==> config.mk <==
export PLATFORM = sky130hd
export DESIGN_NAME = pe_ctx_seq
export DESIGN_NICKNAME = d
export VERILOG_FILES = /design/src/rtl/pe_ctx_seq.sv
export SDC_FILE = /design/constraint.sdc
export NUM_CORES = 2
export LEC_CHECK = 0
export ABC_AREA = 0
export CAP_MARGIN = 20
export CORE_MARGIN = 1.5
export CORE_UTILIZATION = 40
export CTS_CLUSTER_DIAMETER = 120
export DETAILED_ROUTE_END_ITERATION = 16
export PLACE_DENSITY = 0.52
export SLEW_MARGIN = 10
export SYNTH_ARGS = -nofsm -noshare
export SYNTH_HDL_FRONTEND = slang
export SYNTH_SLANG_ARGS = --single-unit
export TNS_END_PERCENT = 1
==> constraint.sdc <==
create_clock -name CLK -period 3.1 [get_ports CLK]
set_input_delay 0.31 -clock CLK [delete_from_list [all_inputs] [get_ports CLK]]
set_output_delay 0.31 -clock CLK [all_outputs]
set_load 0.03 [all_outputs]
==> src/rtl/pe_ctx_seq.sv <==
// Context sequencer for one PE: holds CTX_DEPTH 64-bit control words and replays
// words 0..ctx_len for loop_cnt+1 iterations. All outputs are registered.
module pe_ctx_seq #(
  parameter int CTX_DEPTH = 16
) (
  input  logic        CLK,
  input  logic        RST_N,
  input  logic        cfg_we,
  input  logic [3:0]  cfg_addr,
  input  logic [63:0] cfg_data,
  input  logic        start,
  input  logic        abort,
  input  logic [3:0]  ctx_len,
  input  logic [7:0]  loop_cnt,
  output logic [8:0]  control_in,
  output logic [8:0]  control_out,
  output logic [5:0]  control_reg_1,
  output logic [5:0]  control_reg_2,
  output logic [5:0]  control_put_in,
  output logic [5:0]  control_put_out,
  output logic [5:0]  control_send,
  output logic [3:0]  control_pe2fu_1,
  output logic [3:0]  control_pe2fu_2,
  output logic        ld,
  output logic        ld_write,
  output logic        write_back,
  output logic        busy,
  output logic        done,
  output logic        cfg_err,
  output logic [3:0]  pc
);

  // state | meaning
  // IDLE  | SAFE outputs, context writable, waiting for start
  // RUN   | one context word driven per cycle
  // DONE  | one-cycle completion pulse, SAFE outputs
  typedef enum logic [1:0] {IDLE, RUN, DONE} state_t;

  // Only bits [58:0] carry fields; bit 56 is ld.
  localparam logic [58:0] SAFE_FIELDS = 59'h100_0000_0000_0000;

  state_t      state_q, state_d;
  logic [58:0] ctx_mem [CTX_DEPTH];
  logic [58:0] word_q, word_d;
  logic [3:0]  pc_q, pc_d, pc_inc;
  logic [3:0]  len_q, len_d;
  logic [7:0]  loop_q, loop_d;
  logic [7:0]  iter_q, iter_d;
  logic        busy_q, busy_d;
  logic        done_q, done_d;
  logic        err_q, err_d;
  logic        unused_rsvd;

  assign unused_rsvd = ^cfg_data[63:59];
  assign pc_inc      = pc_q + 4'd1;

  always_ff @(posedge CLK or negedge RST_N) begin
    if (!RST_N) begin
      for (int i = 0; i < CTX_DEPTH; i++) ctx_mem[i] <= SAFE_FIELDS;
    end else if (cfg_we && state_q == IDLE) begin
      ctx_mem[cfg_addr] <= cfg_data[58:0];
    end
  end

  always_ff @(posedge CLK or negedge RST_N) begin
    if (!RST_N) begin
      state_q <= IDLE;
      word_q  <= SAFE_FIELDS;
      pc_q    <= 4'd0;
      len_q   <= 4'd0;
      loop_q  <= 8'd0;
      iter_q  <= 8'd0;
      busy_q  <= 1'b0;
      done_q  <= 1'b0;
      err_q   <= 1'b0;
    end else begin
      state_q <= state_d;
      word_q  <= word_d;
      pc_q    <= pc_d;
      len_q   <= len_d;
      loop_q  <= loop_d;
      iter_q  <= iter_d;
      busy_q  <= busy_d;
      done_q  <= done_d;
      err_q   <= err_d;
    end
  end

  always_comb begin
    state_d = state_q;
    word_d  = word_q;
    pc_d    = pc_q;
    len_d   = len_q;
    loop_d  = loop_q;
    iter_d  = iter_q;
    busy_d  = busy_q;
    done_d  = 1'b0;
    err_d   = cfg_we && (state_q != IDLE);
    case (state_q)
      IDLE: begin
        // ctx_mem[0] is read before any same-edge write lands, so a
        // simultaneous write to address 0 is seen only from the next wrap.
        if (start) begin
          state_d = RUN;
          word_d  = ctx_mem[0];
          pc_d    = 4'd0;
          len_d   = ctx_len;
          loop_d  = loop_cnt;
          iter_d  = 8'd0;
          busy_d  = 1'b1;
        end
      end
      RUN: begin
        if (abort) begin
          state_d = IDLE;
          word_d  = SAFE_FIELDS;
          pc_d    = 4'd0;
          busy_d  = 1'b0;
        end else if (pc_q == len_q) begin
          if (iter_q == loop_q) begin
            state_d = DONE;
            word_d  = SAFE_FIELDS;
            pc_d    = 4'd0;
            busy_d  = 1'b0;
            done_d  = 1'b1;
          end else begin
            pc_d    = 4'd0;
            iter_d  = iter_q + 8'd1;
            word_d  = ctx_mem[0];
          end
        end else begin
          pc_d   = pc_inc;
          word_d = ctx_mem[pc_inc];
        end
      end
      DONE: begin
        state_d = IDLE;
      end
      default: begin
        state_d = IDLE;
        word_d  = SAFE_FIELDS;
        pc_d    = 4'd0;
        busy_d  = 1'b0;
      end
    endcase
  end

  assign control_in      = word_q[8:0];
  assign control_out     = word_q[17:9];
  assign control_reg_1   = word_q[23:18];
  assign control_reg_2   = word_q[29:24];
  assign control_put_in  = word_q[35:30];
  assign control_put_out = word_q[41:36];
  assign control_send    = word_q[47:42];
  assign control_pe2fu_1 = word_q[51:48];
  assign control_pe2fu_2 = word_q[55:52];
  assign ld              = word_q[56];
  assign ld_write        = word_q[57];
  assign write_back      = word_q[58];
  assign busy            = busy_q;
  assign done            = done_q;
  assign cfg_err         = err_q;
  assign pc              = pc_q;

endmodule

==> impl_metrics.toml <==
[status]
status = "finished, final reports clean"

[synthesis]
synth-edff-count = 0
seq_area_frac_synth_pct = 55.7
synth_fp_nets = 3083
synth-seq-cells = 1032
yosys.area.top_type = "dfrtp_1"
ys_warn_count = 0
synth_cell_types = 41
synthArstFlopShare_pct = 100
synthFlopType = "dfrtp_1"
synth_area_um2 = 46400
postSynthAreaPerCell_um2 = 15.5
yosys-top-cells-count = "mux2_2, dfrtp_1, mux4_2"
netlist_instances = 2996
synth_top_cell_area_share_pct = 54.7
synthTopCellsByArea = "dfrtp_1, mux2_2, mux4_2, o22ai_1, clkbuf_1"
yosysMostFrequentCell = "mux2_2"

[route]
wl_mm = 130
first_pass_iters = 5
wl_per_cell_um = 27.6
postRouteAntennaNets = 0
vias_per_cell = 5.80
drt_iter0_markers = 1492
vias = 27300
drc = 0

[place]
place.gp.congestion = 0.762
place_area_um2 = 50600
dp_cells = 4504
dp_hpwl_mm = 75.9
io_buffers = 145

[timing]
fin_crit_ns = 2.96
relSlewSlack_pct = 30.4
hold_viol = 0
rsz0062_at_grt = "false"
tightestPinTransition_ns = 1.03
setup_viol = 0
setup_tns_ns = 0
fmax_mhz = 338
skew_ns = 0.0255
fin_crit_sh_pct = 95.5
slew_violations = 0

[floorplanning]
die_width_um = 344
dieArea_um2 = 118000
ios = 151
fp.dieH_um = 344
rows = 124
start_util_pct = 40.5
coreArea_um2 = 115000

[critical_path]
r2r_slack_ns = 0.14
path_max_fanout = 24
endpoint_kind = "register"
worst_setup_path_start_kind = "register"
path_buf_inv = 1
slowest_delay_ns = 0.94
crit_top_cell = "o22ai_1"
cp.required_ns = 3.64
cp.arrival_ns = 3.50
rr_worst_depth = 6
critPathSlowestCell = "o41ai_1"
r2r_end = "word_q[33]$_DFFE_PN0P_"
crit_type = "register to register"
rr_startpoint = "pc[0]$_DFFE_PN0P_"
path_delay_family = "compound AO/OA/AOI/OAI gates"
path_cells = "xor2_1 > o41ai_1 > nand2_4 > buf_12 > o22ai_1 > o22ai_1"

[grt]
grt_use_total_pct = 22.6
grt_antenna_before_repair = 13
grt_max_degree = 114
grt_pass1_vias = 30400
grt_pass1_wl_mm = 199
overflow = 0

[layout]
syn2layout_area_growth_pct = 17.2
stdcell_count = 4714
final_layout_size_suffix_gt1_share_pct = 51.7
n_fill_cell = 9723
final_core_util_pct = 47.5
stdcell_area_um2 = 54400
nets = 3197

[clocking]
cts_resized = 0
cts_inserted_buffers = 115
cts_tree = "built"
insertion_delay_ns = 0.70
cts_root_buffer = "clkbuf_16"
cts.path.max_buffers = 3
cts.clk_slew.worst_paths_ns = 0.06
cts.sink_count = 1032
h-tree-depth = 3

[pwr]
cellLeakagePower_nw = 24.0
pwr_density_cell_nw_per_um2 = 1030
power_mw = 56.2
peakVddDrop_mv = 0.560

[job]
maxCapViolCount = 0

[min_path]
worstHoldStart = "ctx_len[2]"
hold_class = "input pin to register"
min_to = "len_q[2]$_DFFE_PN0P_"
worstHoldPathCells = 3
[per-stage QoR]
| step | hold WS (ns) | worst slack, ns |
|---|---|---|
| 5_1_grt | 0.128 | 0.0722 |
| 2_1_floorplan | 0.0144 | 0.291 |
| 6_report | 0.154 | 0.139 |
| 3_3_place_gp | 0.369 | 0.281 |
| 4_1_cts | 0.108 | 0.168 |
| 3_5_place_dp | 0.378 | 0.177 |
[logic make-up after synthesis]
group | share of synthesized area (%)
buffers and inverters | 2.27
AND/OR/NAND/NOR | 1.18
flip-flops | 55.7
AO/OA/AOI/OAI | 3.31
adder cells (fa/ha/maj) | 0.0539
multiplexers | 37.2
XOR/XNOR | 0.283
[area by class of cell]
type                    instances  area, um^2  area share [%]
flip-flops and latches       1032       25900            47.5
clock inverters                42         358           0.658
inverters                       1        3.75         0.00690
multi-input cells            1691       19700            36.2
clock buffers                 166        3430            6.31
repair buffers                269        3150            5.79
well taps                    1512        1890            3.48
diodes                          1        2.50         0.00460
[cell usage in the layout, fill, tap and decap left out, types with 3 or more instances in the layout]
master / n
dfstp_2: 17
nor2b_1: 5
clkdlybuf4s50_1: 144
nor2_4: 7
mux2_2: 1058
buf_12: 61
nand2_1: 55
nor2_1: 9
o21ai_0: 7
nor3_1: 5
clkinv_2: 27
xor2_1: 13
clkbuf_16: 117
o22ai_1: 171
dfrtp_1: 1013
or4_1: 3
nand3_1: 4
bufinv_16: 4
mux4_2: 237
clkbuf_8: 32
inv_6: 5
or3_1: 3
clkbuf_1: 17
a21oi_1: 63
nand2_4: 9
mux2i_1: 4
clkinvlp_4: 4
buf_4: 62
nand4_1: 3
o31ai_1: 4
[sequential cells by signal (all words and copies together) (netlist names)]
register,flops
ctx_mem,944
word_q,59
iter_q,8
loop_q,8
len_q,4
pc,4
state_q,2
busy,1
cfg_err,1
done,1
[routing by layer]
metal | wire length (um) | share of wire (%) | vias to the layer above | global-route usage, %
met5 | 100 | 0.077 | - | 0
met1 | 58700 | 45 | 15000 | 31.3
met3 | 6150 | 4.7 | 210 | 4.35
li1 | - | - | 11500 | -
met4 | 2850 | 2.2 | 16 | 5.52
met2 | 62500 | 48 | 625 | 36.6
[how the worst max path moves through the flow]
stage                           start  slack, ns                      to  cells after the start
global placement    pc[0]$_DFFE_PN0P_       0.28  word_q[30]$_DFFE_PN0P_                      6
global route        pc[0]$_DFFE_PN0P_       0.07  word_q[33]$_DFFE_PN0P_                      6
finish              pc[0]$_DFFE_PN0P_       0.14  word_q[33]$_DFFE_PN0P_                      6
detailed placement  pc[0]$_DFFE_PN0P_       0.18  word_q[33]$_DFFE_PN0P_                      6
CTS                 pc[0]$_DFFE_PN0P_       0.17  word_q[33]$_DFFE_PN0P_                      6
floorplan           pc[1]$_DFFE_PN0P_       0.29  word_q[13]$_DFFE_PN0P_                      7
[worst reg2reg max path, cell delays in order (launching register included)]
cell and delay [ns]:
dfrtp_4 0.58, xor2_1 0.19, o41ai_1 0.94, nand2_4 0.41
buf_12 0.32, o22ai_1 0.26, o22ai_1 0.12
[timing repair]
item                       CTS  global route
hold endpoints to repair    39             0
setup buffers                0             0
setup endpoints to repair    0             0
hold buffers                 1             0
[power by group]
part / internal (mW) / switching, mW / total (mW)
combinational: 11.6 / 8.70 / 20.3
clock: 7.97 / 5.59 / 13.6
sequential: 19.2 / 3.14 / 22.3
total: 38.8 / 17.4 / 56.2
Note: power is estimated with default switching activity, not from simulation.
